**src/rtl/dino_game_ctrl.sv**
```systemverilog
// rtl/dino_game_ctrl.sv - game FSM driving start/over/tick pulses into the score counter
// Button and collision are synchronised; the button is debounced before it can start a game.
module dino_game_ctrl #(
    parameter int TICK_DIV     = 833_333,
    parameter int DEBOUNCE_CYC = 16,
    parameter int OVER_HOLD    = 30
) (
    input  logic        clk,
    input  logic        rst,
    input  logic        btn_start,
    input  logic        collision,
    output logic        game_start,
    output logic        game_over,
    output logic        game_tick,
    output logic [1:0]  state,
    output logic [15:0] frame_cnt
);
    localparam int DIV_W  = (TICK_DIV > 1) ? $clog2(TICK_DIV) : 1;
    localparam int HOLD_W = (OVER_HOLD > 0) ? $clog2(OVER_HOLD + 1) : 1;
    localparam int DEB_W  = $clog2(DEBOUNCE_CYC + 1);
    localparam logic [DIV_W-1:0]  DIV_LAST  = DIV_W'(TICK_DIV - 1);
    localparam logic [HOLD_W-1:0] HOLD_DONE = HOLD_W'(OVER_HOLD);
    localparam logic [DEB_W-1:0]  DEB_LAST  = DEB_W'(DEBOUNCE_CYC - 1);

    typedef enum logic [1:0] {
        S_IDLE  = 2'b00,
        S_START = 2'b01,
        S_RUN   = 2'b10,
        S_OVER  = 2'b11
    } state_e;

    state_e            state_q, state_d;
    logic              btn_s1_q, btn_s2_q, col_s1_q, col_s2_q;
    logic [DEB_W-1:0]  deb_cnt_q, deb_cnt_d;
    logic              deb_lvl_q, deb_lvl_d, deb_dly_q, press_q;
    logic [DIV_W-1:0]  div_q, div_d, div_nxt;
    logic              tick_evt;
    logic [HOLD_W-1:0] hold_q, hold_d;
    logic [15:0]       frame_cnt_q, frame_cnt_d;
    logic              start_q, start_d, over_q, over_d, tick_q, tick_d;

    always_ff @(posedge clk or posedge rst) begin
        if (rst) begin
            btn_s1_q  <= 1'b0;
            btn_s2_q  <= 1'b0;
            col_s1_q  <= 1'b0;
            col_s2_q  <= 1'b0;
            deb_cnt_q <= '0;
            deb_lvl_q <= 1'b0;
            deb_dly_q <= 1'b0;
            press_q   <= 1'b0;
        end else begin
            btn_s1_q  <= btn_start;
            btn_s2_q  <= btn_s1_q;
            col_s1_q  <= collision;
            col_s2_q  <= col_s1_q;
            deb_cnt_q <= deb_cnt_d;
            deb_lvl_q <= deb_lvl_d;
            deb_dly_q <= deb_lvl_q;
            press_q   <= deb_lvl_q & ~deb_dly_q;
        end
    end

    // Any cycle where the synced level agrees with the accepted level restarts the count.
    always_comb begin
        deb_cnt_d = '0;
        deb_lvl_d = deb_lvl_q;
        if (btn_s2_q != deb_lvl_q) begin
            if (deb_cnt_q == DEB_LAST) begin
                deb_lvl_d = btn_s2_q;
            end else begin
                deb_cnt_d = deb_cnt_q + 1'b1;
            end
        end
    end

    assign div_nxt  = (div_q == DIV_LAST) ? '0 : div_q + 1'b1;
    assign tick_evt = (div_nxt == DIV_LAST);

    always_comb begin
        state_d     = state_q;
        div_d       = '0;
        hold_d      = '0;
        frame_cnt_d = frame_cnt_q;
        start_d     = 1'b0;
        over_d      = 1'b0;
        tick_d      = 1'b0;
        case (state_q)
            S_IDLE: begin
                if (press_q) begin
                    state_d     = S_START;
                    start_d     = 1'b1;
                    frame_cnt_d = '0;
                end
            end
            S_START: begin
                state_d = S_RUN;
            end
            S_RUN: begin
                div_d = div_nxt;
                // Collision wins over a coinciding tick so the final frame is not scored.
                if (col_s2_q) begin
                    state_d = S_OVER;
                    over_d  = 1'b1;
                end else if (tick_evt) begin
                    tick_d = 1'b1;
                    if (frame_cnt_q != 16'hFFFF) begin
                        frame_cnt_d = frame_cnt_q + 16'd1;
                    end
                end
            end
            S_OVER: begin
                div_d  = div_nxt;
                hold_d = hold_q;
                if (tick_evt && hold_q != HOLD_DONE) begin
                    hold_d = hold_q + 1'b1;
                end
                if (press_q && hold_q == HOLD_DONE) begin
                    state_d     = S_START;
                    start_d     = 1'b1;
                    frame_cnt_d = '0;
                end
            end
            default: state_d = S_IDLE;
        endcase
    end

    always_ff @(posedge clk or posedge rst) begin
        if (rst) begin
            state_q     <= S_IDLE;
            div_q       <= '0;
            hold_q      <= '0;
            frame_cnt_q <= '0;
            start_q     <= 1'b0;
            over_q      <= 1'b0;
            tick_q      <= 1'b0;
        end else begin
            state_q     <= state_d;
            div_q       <= div_d;
            hold_q      <= hold_d;
            frame_cnt_q <= frame_cnt_d;
            start_q     <= start_d;
            over_q      <= over_d;
            tick_q      <= tick_d;
        end
    end

    assign game_start = start_q;
    assign game_over  = over_q;
    assign game_tick  = tick_q;
    assign state      = state_q;
    assign frame_cnt  = frame_cnt_q;
endmodule

```
**config.mk**
```make
export PLATFORM = sky130hd
export DESIGN_NAME = dino_game_ctrl
export DESIGN_NICKNAME = d
export VERILOG_FILES = /design/src/rtl/dino_game_ctrl.sv
export SDC_FILE = /design/constraint.sdc
export NUM_CORES = 1
export LEC_CHECK = 0
export BUFFER_PORTS_ARGS = -buffer_cell sky130_fd_sc_hd__buf_2
export CAP_MARGIN = 0
export CORE_MARGIN = 2
export CORE_UTILIZATION = 55
export DETAILED_ROUTE_END_ITERATION = 12
export GPL_ROUTABILITY_DRIVEN = 0
export GPL_TIMING_DRIVEN = 0
export HOLD_SLACK_MARGIN = 0.08
export PLACE_DENSITY = 0.74
export SLEW_MARGIN = 20
export SYNTH_ARGS = -nofsm -noshare
export SYNTH_HDL_FRONTEND = slang
export SYNTH_SLANG_ARGS = --single-unit
```
**constraint.sdc**
```tcl
create_clock -name clk -period 3.09 [get_ports clk]
set_input_delay 0.4635 -clock clk [delete_from_list [all_inputs] [get_ports clk]]
set_output_delay 0.4635 -clock clk [all_outputs]
set_load 0.1 [all_outputs]
```
==> results.txt <==
----------------------------------------------------
[Status]
  Result of the run ... completed

[Yosys]
  EDFF count, synth ... 0
  Number of nets in the synthesized netlist ... 363
  Avg Inst Size Synth ... 9.341 µm²
  Post-synthesis instance area ... 3251 µm²
  Share of flip-flops with an asynchronous set or reset after synthesis ... 100.0%
  Number of distinct standard cells referenced by the synthesized netlist ... 52
  Sequential fraction of the synthesis area ... 44.65%
  Flip-flop and latch count after synthesis ... 58
  Fraction of synthesized cell area taken by the top area cell type ... 44.65%
  Dominant cells by area after synthesis ... dfrtp_1, ha_1, nor2_1
  Mapped Cells ... 348
  Prevailing post-synth register cell ... dfrtp_1
  Leading area contributor after synthesis ... dfrtp_1
  Number of warnings reported in the yosys synthesis log ... 0

[Detailed routing]
  Vias per cell ... 5.869
  Routed vias ... 2694
  Antenna-violating nets left ... 0
  Number of remaining DRC errors ... 0
  Initial DRC count ... 158
  Routed wire per std cell ... 15.00 µm
  Total routed wirelength ... 6884 µm
  DRT Pass-1 Iters ... 5

[STA]
  Sum of negative setup slack ... 0 ns
  Post-layout worst setup margin ... 0.2631 ns
  Final hold vios ... 0
  Worst Clk Skew ... 0.01109 ns
  Number of failing setup endpoints in the final timing report ... 0
  Final critical-path share of the clock period ... 91.49%
  Setup repair after global routing missed its margin ... no
  Post-route minimum period ... 2.827 ns
  Slew Limit Fails ... 0
  Tightest Pin Transition ... 0.6984 ns
  Peak Freq ... 0.3537 GHz
  Max transition margin ... 53.44%

[CTS]
  Clock-pin slew of the registers on the worst-case setup and hold paths ... 0.07 ns
  Latest clock arrival within the worst-skew pair ... 0.35 ns
  CTS root buffer ... clkbuf_8
  Count of buffers added by post-CTS timing repair for setup ... 0
  H-tree depth ... 3
  Num CTS Buffers ... 9
  Clock tree from TritonCTS ... done
  Max Root-Sink Buffers ... 2
  CTS sink count ... 58

[Floorplan]
  Die Ht ... 80.88 µm
  IO Count ... 25
  Starting density of the core ... 57.97%
  Die Footprint ... 6541 µm²
  Die boundary width ... 80.88 µm
  Core ar. ... 5608 µm²
  Std-Cell Rows ... 27

[Pwr]
  Leakage power figure ... 1.651 nW
  Maximum ir drop on the vdd rail ... 0.0004979 V
  Net load switching power ... 0.8315 mW
  Proportion of total power due to net switching ... 35.09%
  Clock share of power ... 37.7%
  Relative contribution of combinational cells to total power ... 26.9%
  Relative contribution of sequential cells to total power ... 35.5%
  Cell-internal power ... 1.538 mW
  Pwr Density ... 632.1 nW/µm²

[Setup path]
  Critical setup path kind ... flop to flop
  Crit path arrival time ... 3.04 ns
  Worst Setup End Kind ... flop
  Startpoint type of the worst setup path ... flop
  Worst path required time ... 3.30 ns
  Crit path max fanout ... 10

[Job]
  Max-Cap Viols ... 0

[Worst hold path]
  Worst min-delay path class ... input pin to async pin

[Global route]
  Overall Global Routing Usage ... 23.40%
  Antenna violations before repair ... 0
  First-pass GRT wire length ... 11680 µm
  Grt total ovfl ... 0
  Via count of the first global-routing pass ... 2493
  Pin count of the biggest net entering global routing ... 59

[Layout]
  Growth of design area from synthesis to finish ... 15.32%
  Fin nets ... 398
  Number of diodes added for antenna fixing ... 0
  Post-Layout Cell Count ... 459
  Layout cell share with drive strength beyond 1 ... 16.28%

[Place]
  Half-perimeter wire length after detailed placement ... 4691 µm
  Number of cells after detailed placement ... 444
  Worst setup timing slack at the placement stage ... 0.1200 ns
  IO buf count ... 24

----------------------------------------------------
[flip-flops by register name, summed over array words and instances (netlist names)]
signal and cells:
div_q 20, frame_cnt 16, deb_cnt_q 5, hold_q 5, state 2, btn_s1_q 1
btn_s2_q 1, col_s1_q 1, col_s2_q 1, deb_dly_q 1, deb_lvl_q 1, game_over 1
game_start 1, game_tick 1, press_q 1
[worst max-delay path, cell delays in order (launching register included)]
cell and delay, ns:
dfrtp_1 0.46, ha_1 0.31, nand2_1 0.21, nor4_1 0.23
o21ai_0 0.15, a211oi_2 0.34, or3b_1 0.39, o22ai_2 0.19
buf_2 0.27, a31oi_1 0.13
[per-stage QoR]
step	total power, mW	area, µm²	utilization (%)	hold WS (ns)
global route	2.501	3749	66.85	0.2077
finish	2.369	3749	66.85	0.2239
detailed placement	1.492	3463	61.76	0.3364
floorplan	1.337	3251	-	0.3312
CTS	2.389	3714	66.22	0.2082
global placement	1.471	3461	61.71	0.3316
[power by group through the flow]
stage / combinational [mW] / clock [mW] / sequential [mW]
6_report: 0.637 / 0.892 / 0.840
3_3_place_gp: 0.620 / 0 / 0.851
5_1_grt: 0.717 / 0.941 / 0.843
3_5_place_dp: 0.638 / 0 / 0.854
4_1_cts: 0.639 / 0.910 / 0.840
2_1_floorplan: 0.370 / 0 / 0.967
[final timing paths]
check	startpoint	endpoint	slack [ns]	cells after the start
worst max-delay path	div_q[1]	frame_cnt[7]	0.26	9
worst min-delay path	rst	frame_cnt[3]	0.22	2
worst max register to register	div_q[1]	frame_cnt[7]	0.26	9
worst min register to register	btn_s1_q	btn_s2_q	0.35	0
max in group asynchronous	rst	div_q[11]	2.39	2
min in group clk	btn_start	btn_s1_q	0.23	1
[Yosys cell counts, types with 4 or more instances]
cell type  instances
xnor2_1           11
o21ai_0           13
or3_1              4
clkbuf_1           7
inv_1             16
and3_1             7
nand2b_1          11
buf_2              6
and2_1             7
nand3_1           23
a31oi_1           11
nand4_1           10
a21oi_1           15
ha_1              11
nor3_1             7
xor2_1            10
nand2_1           28
nor2_1            32
nor4_1            10
o311ai_1           5
dfrtp_1           58
nor2b_1            4
[cell usage in the layout, fill, tap and decap left out, types with 2 or more instances in the layout]
master / synthesis / routed
nor4_4: 1 / 2
inv_1: 16 / 15
o21a_1: 2 / 2
a31oi_1: 11 / 11
nand3b_1: 3 / 3
xor2_1: 10 / 10
or4_1: 3 / 3
nor3_1: 7 / 7
o41ai_1: 3 / 3
dfrtp_1: 58 / 58
nor2_1: 32 / 32
mux2i_1: 3 / 3
clkbuf_1: 7 / 6
o21ai_0: 13 / 13
and3_1: 7 / 7
a21oi_1: 15 / 15
nor4_1: 10 / 8
a21o_1: 2 / 2
bufinv_16: 0 / 3
nor2b_1: 4 / 4
buf_2: 6 / 30
nand3_1: 23 / 23
xnor2_1: 11 / 11
mux2_2: 2 / 2
ha_1: 11 / 11
and2_1: 7 / 7
nand2_1: 28 / 28
clkbuf_8: 0 / 11
clkbuf_2: 1 / 2
nand2b_1: 11 / 11
nor4_2: 1 / 2
and4_1: 2 / 2
or3_1: 4 / 4
nand4_1: 10 / 10
o311ai_1: 5 / 5
[routing by layer]
layer / vias up / GRT usage (%) / share of wire [%]
met2: 68 / 36.28 / 47
met3: 13 / 4.667 / 4.5
met4: 0 / 12.88 / 2.2
met5: - / 0 / 0
li1: 1316 / - / -
met1: 1297 / 30.80 / 47
[cells by family (layout without fill, tap and decap cells)]
group,after synthesis,in the layout,synth area share (%)
DFF,58,58,44.65
AOI/OAI and AO/OA,57,57,11.43
muxes,5,5,1.617
xor gates and xnor gates,21,21,5.658
adders and majority gates,11,11,4.234
and+or+nand+nor,165,165,28.45
buffers and inverters,31,70,3.965
[area by class of cell]
class	instances	area, µm²
Multi-Input combinational cell	259	1704
Clock buffer	11	151.4
Timing Repair Buffer	24	120.1
Inverter	16	62.56
Fill cell	451	1859
Clock inverter	4	98.84
Tap cell	72	90.09
Sequential cell	58	1451
Buffer	15	70.07
[timing repair]
item                                    in CTS  in global routing
gates resized for setup                      0                  6
hold buffers                                 0                  0
endpoints found under the setup margin       0                 28
Note: power is estimated with default switching activity, not from simulation.
